File: src/rtl/csa_pkg.sv
// Shared types, default parameters and tree-sizing helpers for the carry-save accumulator.
package csa_pkg;

  typedef enum logic [1:0] {
    ACC     = 2'd0,
    RESOLVE = 2'd1,
    OUT     = 2'd2
  } csa_state_e;

  localparam int CSA_WIDTH = 8;
  localparam int CSA_LANES = 3;
  localparam int CSA_ACC_W = 16;

  // Operand count left after lvl rows of 3:2 compression; leftovers pass through.
  function automatic int csa_level_ops(input int n, input int lvl);
    int c;
    c = n;
    for (int i = 0; i < lvl; i++) begin
      if (c > 2) c = 2 * (c / 3) + (c % 3);
    end
    return c;
  endfunction

  function automatic int csa_depth(input int n);
    int c;
    int d;
    c = n;
    d = 0;
    while (c > 2) begin
      c = 2 * (c / 3) + (c % 3);
      d++;
    end
    return d;
  endfunction

endpackage

File: src/rtl/csa_tree.sv
// Combinational Wallace reduction of N_OPS words to a sum/carry pair (final carry unshifted).
module csa_tree
  import csa_pkg::*;
#(
  parameter int N_OPS = 5,
  parameter int W     = 16
) (
  input  logic [N_OPS*W-1:0] ops,
  output logic [W-1:0]       sum,
  output logic [W-1:0]       carry
);

  localparam int DEPTH = csa_depth(N_OPS);

  // Level-indexed operand slots; slots beyond a level's live count are tied to zero.
  logic [W-1:0] lv [0:DEPTH][0:N_OPS-1];

  genvar gi, gj;

  for (gj = 0; gj < N_OPS; gj++) begin : g_in
    assign lv[0][gj] = ops[gj*W +: W];
  end

  for (gi = 0; gi < DEPTH; gi++) begin : g_lvl
    localparam int N_IN  = csa_level_ops(N_OPS, gi);
    localparam int N_GRP = N_IN / 3;
    localparam int N_OUT = 2 * N_GRP + (N_IN % 3);
    localparam bit LAST  = (gi == DEPTH - 1);

    for (gj = 0; gj < N_OPS; gj++) begin : g_slot
      if (gj < 2 * N_GRP) begin : g_row
        localparam int G = gj / 2;
        logic [W-1:0] a, b, c, maj;
        assign a   = lv[gi][3*G];
        assign b   = lv[gi][3*G+1];
        assign c   = lv[gi][3*G+2];
        assign maj = (a & b) | (a & c) | (b & c);
        if (gj % 2 == 0) begin : g_sum
          assign lv[gi+1][gj] = a ^ b ^ c;
        end else if (LAST) begin : g_carry_raw
          assign lv[gi+1][gj] = maj;
        end else begin : g_carry_shift
          assign lv[gi+1][gj] = maj << 1;
        end
      end else if (gj < N_OUT) begin : g_pass
        // Output slot 2G+r carries input slot 3G+r.
        assign lv[gi+1][gj] = lv[gi][gj + N_GRP];
      end else begin : g_zero
        assign lv[gi+1][gj] = '0;
      end
    end
  end

  assign sum   = lv[DEPTH][0];
  assign carry = lv[DEPTH][1];

endmodule

File: src/rtl/csa_accumulator.sv
// Streaming multi-operand accumulator: carry-save fold per beat, one CPA per packet.
// Define CSA_SIGNED_EN for two's-complement operands (sign extension); default is unsigned.
module csa_accumulator
  import csa_pkg::*;
#(
  parameter int WIDTH = CSA_WIDTH,
  parameter int LANES = CSA_LANES,
  parameter int ACC_W = CSA_ACC_W
) (
  input  logic                   clk,
  input  logic                   rst,
  input  logic                   in_valid,
  output logic                   in_ready,
  input  logic [LANES*WIDTH-1:0] in_data,
  input  logic [LANES-1:0]       in_keep,
  input  logic                   in_last,
  output logic                   out_valid,
  input  logic                   out_ready,
  output logic [ACC_W-1:0]       out_sum
);

  localparam int N_OPS = LANES + 2;

  csa_state_e         state_r;
  logic [ACC_W-1:0]   sum_r;
  logic [ACC_W-1:0]   carry_r;
  logic [ACC_W-1:0]   tree_s;
  logic [ACC_W-1:0]   tree_c;
  logic [N_OPS*ACC_W-1:0] tree_ops;

  genvar gi;

  for (gi = 0; gi < LANES; gi++) begin : g_lane
    logic [WIDTH-1:0] lane;
    logic [ACC_W-1:0] lane_ext;
    assign lane = in_data[gi*WIDTH +: WIDTH];
`ifdef CSA_SIGNED_EN
    assign lane_ext = ACC_W'($signed(lane));
`else
    assign lane_ext = ACC_W'(lane);
`endif
    assign tree_ops[gi*ACC_W +: ACC_W] = in_keep[gi] ? lane_ext : '0;
  end

  assign tree_ops[LANES*ACC_W +: ACC_W]     = sum_r;
  assign tree_ops[(LANES+1)*ACC_W +: ACC_W] = carry_r;

  csa_tree #(
    .N_OPS (N_OPS),
    .W     (ACC_W)
  ) u_tree (
    .ops   (tree_ops),
    .sum   (tree_s),
    .carry (tree_c)
  );

  // Handshake flags depend on state only, never on in_valid or out_ready.
  assign in_ready = (state_r == ACC);

  always_ff @(posedge clk) begin
    if (rst) begin
      state_r   <= ACC;
      sum_r     <= '0;
      carry_r   <= '0;
      out_valid <= 1'b0;
      out_sum   <= '0;
    end else begin
      case (state_r)
        ACC: begin
          if (in_valid) begin
            sum_r   <= tree_s;
            carry_r <= tree_c << 1;
            if (in_last) state_r <= RESOLVE;
          end
        end
        RESOLVE: begin
          out_sum   <= sum_r + carry_r;
          sum_r     <= '0;
          carry_r   <= '0;
          out_valid <= 1'b1;
          state_r   <= OUT;
        end
        OUT: begin
          if (out_ready) begin
            out_valid <= 1'b0;
            state_r   <= ACC;
          end
        end
        default: begin
          state_r   <= ACC;
          out_valid <= 1'b0;
        end
      endcase
    end
  end

endmodule
File: config.mk
export PLATFORM = sky130hd
export DESIGN_NAME = csa_accumulator
export DESIGN_NICKNAME = d
export VERILOG_FILES = /design/src/rtl/csa_pkg.sv /design/src/rtl/csa_tree.sv /design/src/rtl/csa_accumulator.sv
export SDC_FILE = /design/constraint.sdc
export NUM_CORES = 1
export LEC_CHECK = 0
export ABC_AREA = 1
export BUFFER_PORTS_ARGS = -buffer_cell sky130_fd_sc_hd__buf_2
export CORE_MARGIN = 1.5
export CORE_UTILIZATION = 29
export DETAILED_ROUTE_END_ITERATION = 16
export PLACE_DENSITY_LB_ADDON = 0.25
export SYNTH_ARGS = -nofsm -noshare
export SYNTH_HDL_FRONTEND = slang
export SYNTH_SLANG_ARGS = --single-unit
File: constraint.sdc
create_clock -name clk -period 5.97 [get_ports clk]
set_input_delay 0.597 -clock clk [delete_from_list [all_inputs] [get_ports clk]]
set_output_delay 0.597 -clock clk [all_outputs]
set_load 0.05 [all_outputs]
==> flow_summary.toml <==
[placed_design]
dp_cells = 625
place_congestion = 0.823
dp_hpwl_um = 5500
io_buffers = 49

[synthesis]
syn_avg_cell_area_um2 = 7.13
synth_cells = 450
synthArstFlopShare_pct = 0
yosysWarnings = 0
synth_nets = 522
ys_ff_latch = 49
synth_top_area_cell = "dfxtp_1"
synthTopCellsByArea = "dfxtp_1 (31%), nand2_1 (16%), fa_1 (15%)"
syn-cell-area_um2 = 3210
netlist.area_leader.share_pct = 30.6
ys_seq_area_share_pct = 30.6
synth_ff_type = "dfxtp_1"
synth_edf_count = 0
synth_commonest_cells = "nand2_1 (133), inv_1 (75), dfxtp_1 (49)"
ys_types = 26
yosysMostFrequentCell = "nand2_1"

[final_layout]
antenna_cells = 0
layout.nets = 564
fill_cells = 1165
syn2layout_area_growth_pct = 13.5
finalNonFillerCells = 633
layout-drive-gt1-share_pct = 12.8
utilization_pct = 33.7

[timing]
fin_crit_sh_pct = 39.2
fin_crit_ns = 2.34
rsz0062_at_grt = "false"
skew_ns = 0.00837
maxSlewViolCount = 0
worst_pin_slew_ns = 0.662
slew-limit-headroom_pct = 55.8
fin_tns_setup_ns = 0
max_freq_mhz = 427
hold_viol = 0
finalSetupViolCount = 0

[critical_path]
r2r_cells = 5
r2r_slack_ns = 4.02
arrival_ns = 2.58
rr_startpoint = "state_r[1]"
cpMaxStageDelayCell = "fa_1"
rr_endpoint = "carry_r[14]"
required_ns = 6.21
cp_max_fo = 8
start_kind = "input pin"
path_class = "input pin to flip-flop"
cp-end-kind = "flip-flop"
critPathMaxStageDelay_ns = 0.56
timing.critical_path.cells = "buf_2 -> nand2_1 -> inv_1 -> fa_1 -> fa_1 -> fa_1 -> nand2_1 -> a21oi_1"
crit_top_cell = "fa_1"

[clocking]
cts_tree = "done"
numCtsBuffers = 5
holdBufCountCts = 0
cts_setup_buffers = 0
clk_path_buf_depth = 2
cts_resized = 0
cts.sinks = 49
h-tree-depth = 2
root_buffer = "clkbuf_8"
clk_pin_slew_worst_paths_ns = 0.09
clk_latency_ns = 0.31

[run]
maxCapViolations = 0

[drt]
firstDrtPassIters = 4
drc_errors = 0
via_per_inst = 4.33
routed_wl_um = 7170
dr_total_vias = 2739
first_iter_violations = 122
post_drt_wl_per_cell_um = 11.3
postRouteAntennaNets = 0

[floorplan]
core_area_um2 = 10800
rows = 38
start_util_pct = 29.7
fp.dieW_um = 108
die_h_um = 108
ios = 50
die_area_um2 = 11700

[pwr]
ir_worst_vdd_v = 0.0000798
p_leak_nw = 1.94
power.density_nw_per_um2 = 210

[hold_path]
hp-class = "flip-flop to flip-flop"
hold_depth = 2
hp-start = "sum_r[1]"
hold_end = "sum_r[1]"

[global_routing]
grt_max_degree = 32
grt_overflow_total = 0
grt_pass1_wl_um = 12100
antenna_found_initial = 0
grt_pass1_vias = 2546
grtUsageTotal_pct = 13.1

[status]
status = "completed"
where the power goes:
| group | internal, mW | switching (mW) |
|---|---|---|
| Combinational | 0.0735 | 0.124 |
| Sequential | 0.347 | 0.0193 |
| Clock | 0.0828 | 0.117 |
| Total | 0.503 | 0.260 |
worst max-delay path: cells and delay by family:
kind                       cells  cell delay (ns)
AOI/OAI and AO/OA              1             0.17
adders and majority gates      3             1.51
buffers and inverters          2             0.19
and+or+nand+nor                2             0.12
kinds of logic (layout without fill, tap and decap cells):
logic type / count (synthesis) / in the layout / synth area share (%)
buffers and inverters: 93 / 136 / 11.6
XOR/XNOR: 6 / 6 / 1.64
flip-flops: 49 / 49 / 30.6
AO/OA/AOI/OAI: 57 / 57 / 9.20
adder cells (fa/ha/maj): 40 / 40 / 21.2
AND/OR/NAND/NOR: 205 / 205 / 25.7
layout make-up:
cell class	count	area (um2)	share of cell area [%]
Clock buffer	6	72.6	1.99
Clock inverter	2	15.0	0.413
Inverter	79	297	8.15
Multi-Input combinational cell	308	1850	50.9
Sequential cell	49	981	27.0
Tap cell	140	175	4.81
Timing Repair Buffer	49	245	6.74
cells in the final DEF (no fill, tap or decap), drive strengths merged:
| master | netlist | layout |
|---|---|---|
| fa | 24 | 24 |
| nand3b | 1 | 1 |
| nor2 | 39 | 39 |
| nand4 | 2 | 2 |
| xor2 | 5 | 5 |
| nand3 | 28 | 28 |
| clkbuf | 7 | 6 |
| dfxtp | 49 | 49 |
| clkinvlp | 0 | 2 |
| buf | 7 | 49 |
| o211ai | 1 | 1 |
| ha | 16 | 16 |
| clkinv | 1 | 1 |
| nand2 | 135 | 135 |
| o21bai | 1 | 1 |
| inv | 78 | 78 |
| o22ai | 1 | 1 |
| o21ai | 21 | 21 |
| a21oi | 33 | 33 |
| xnor2 | 1 | 1 |
routing by layer:
layer  vias up  GRT usage, %  routed length [um]
met5         -             0                   0
met4         0          4.14                 104
met3         9          1.69                 361
met2        69          20.4                3060
met1      1202          18.7                3650
li1       1459             -                   -
worst max-delay path by stage:
stage,from,end,slack (ns),cells after the start
floorplan,in_keep[0],sum_r[7],3.37,8
global placement,in_keep[0],sum_r[3],3.33,8
detailed placement,rst,carry_r[14],3.28,4
CTS,rst,sum_r[14],3.60,4
global route,rst,sum_r[14],3.48,4
finish,in_keep[0],sum_r[6],3.63,8
state kept, by name, indices dropped and copies added, names as in the netlist:
signal,count
state_r,2
sum_r,16
carry_r,14
out_sum,16
out_valid,1
metrics by stage:
step	power [mW]	cell area [um2]	worst slack [ns]	hold slack (ns)
after detailed placement	0.574	3550	3.28	0.458
final	0.763	3640	3.63	0.471
after CTS	0.776	3640	3.60	0.472
after global routing	0.819	3640	3.48	0.492
after floorplan	0.525	3210	3.37	0.439
after global placement	0.570	3550	3.33	0.458
Power figures use the tool's default switching activity.
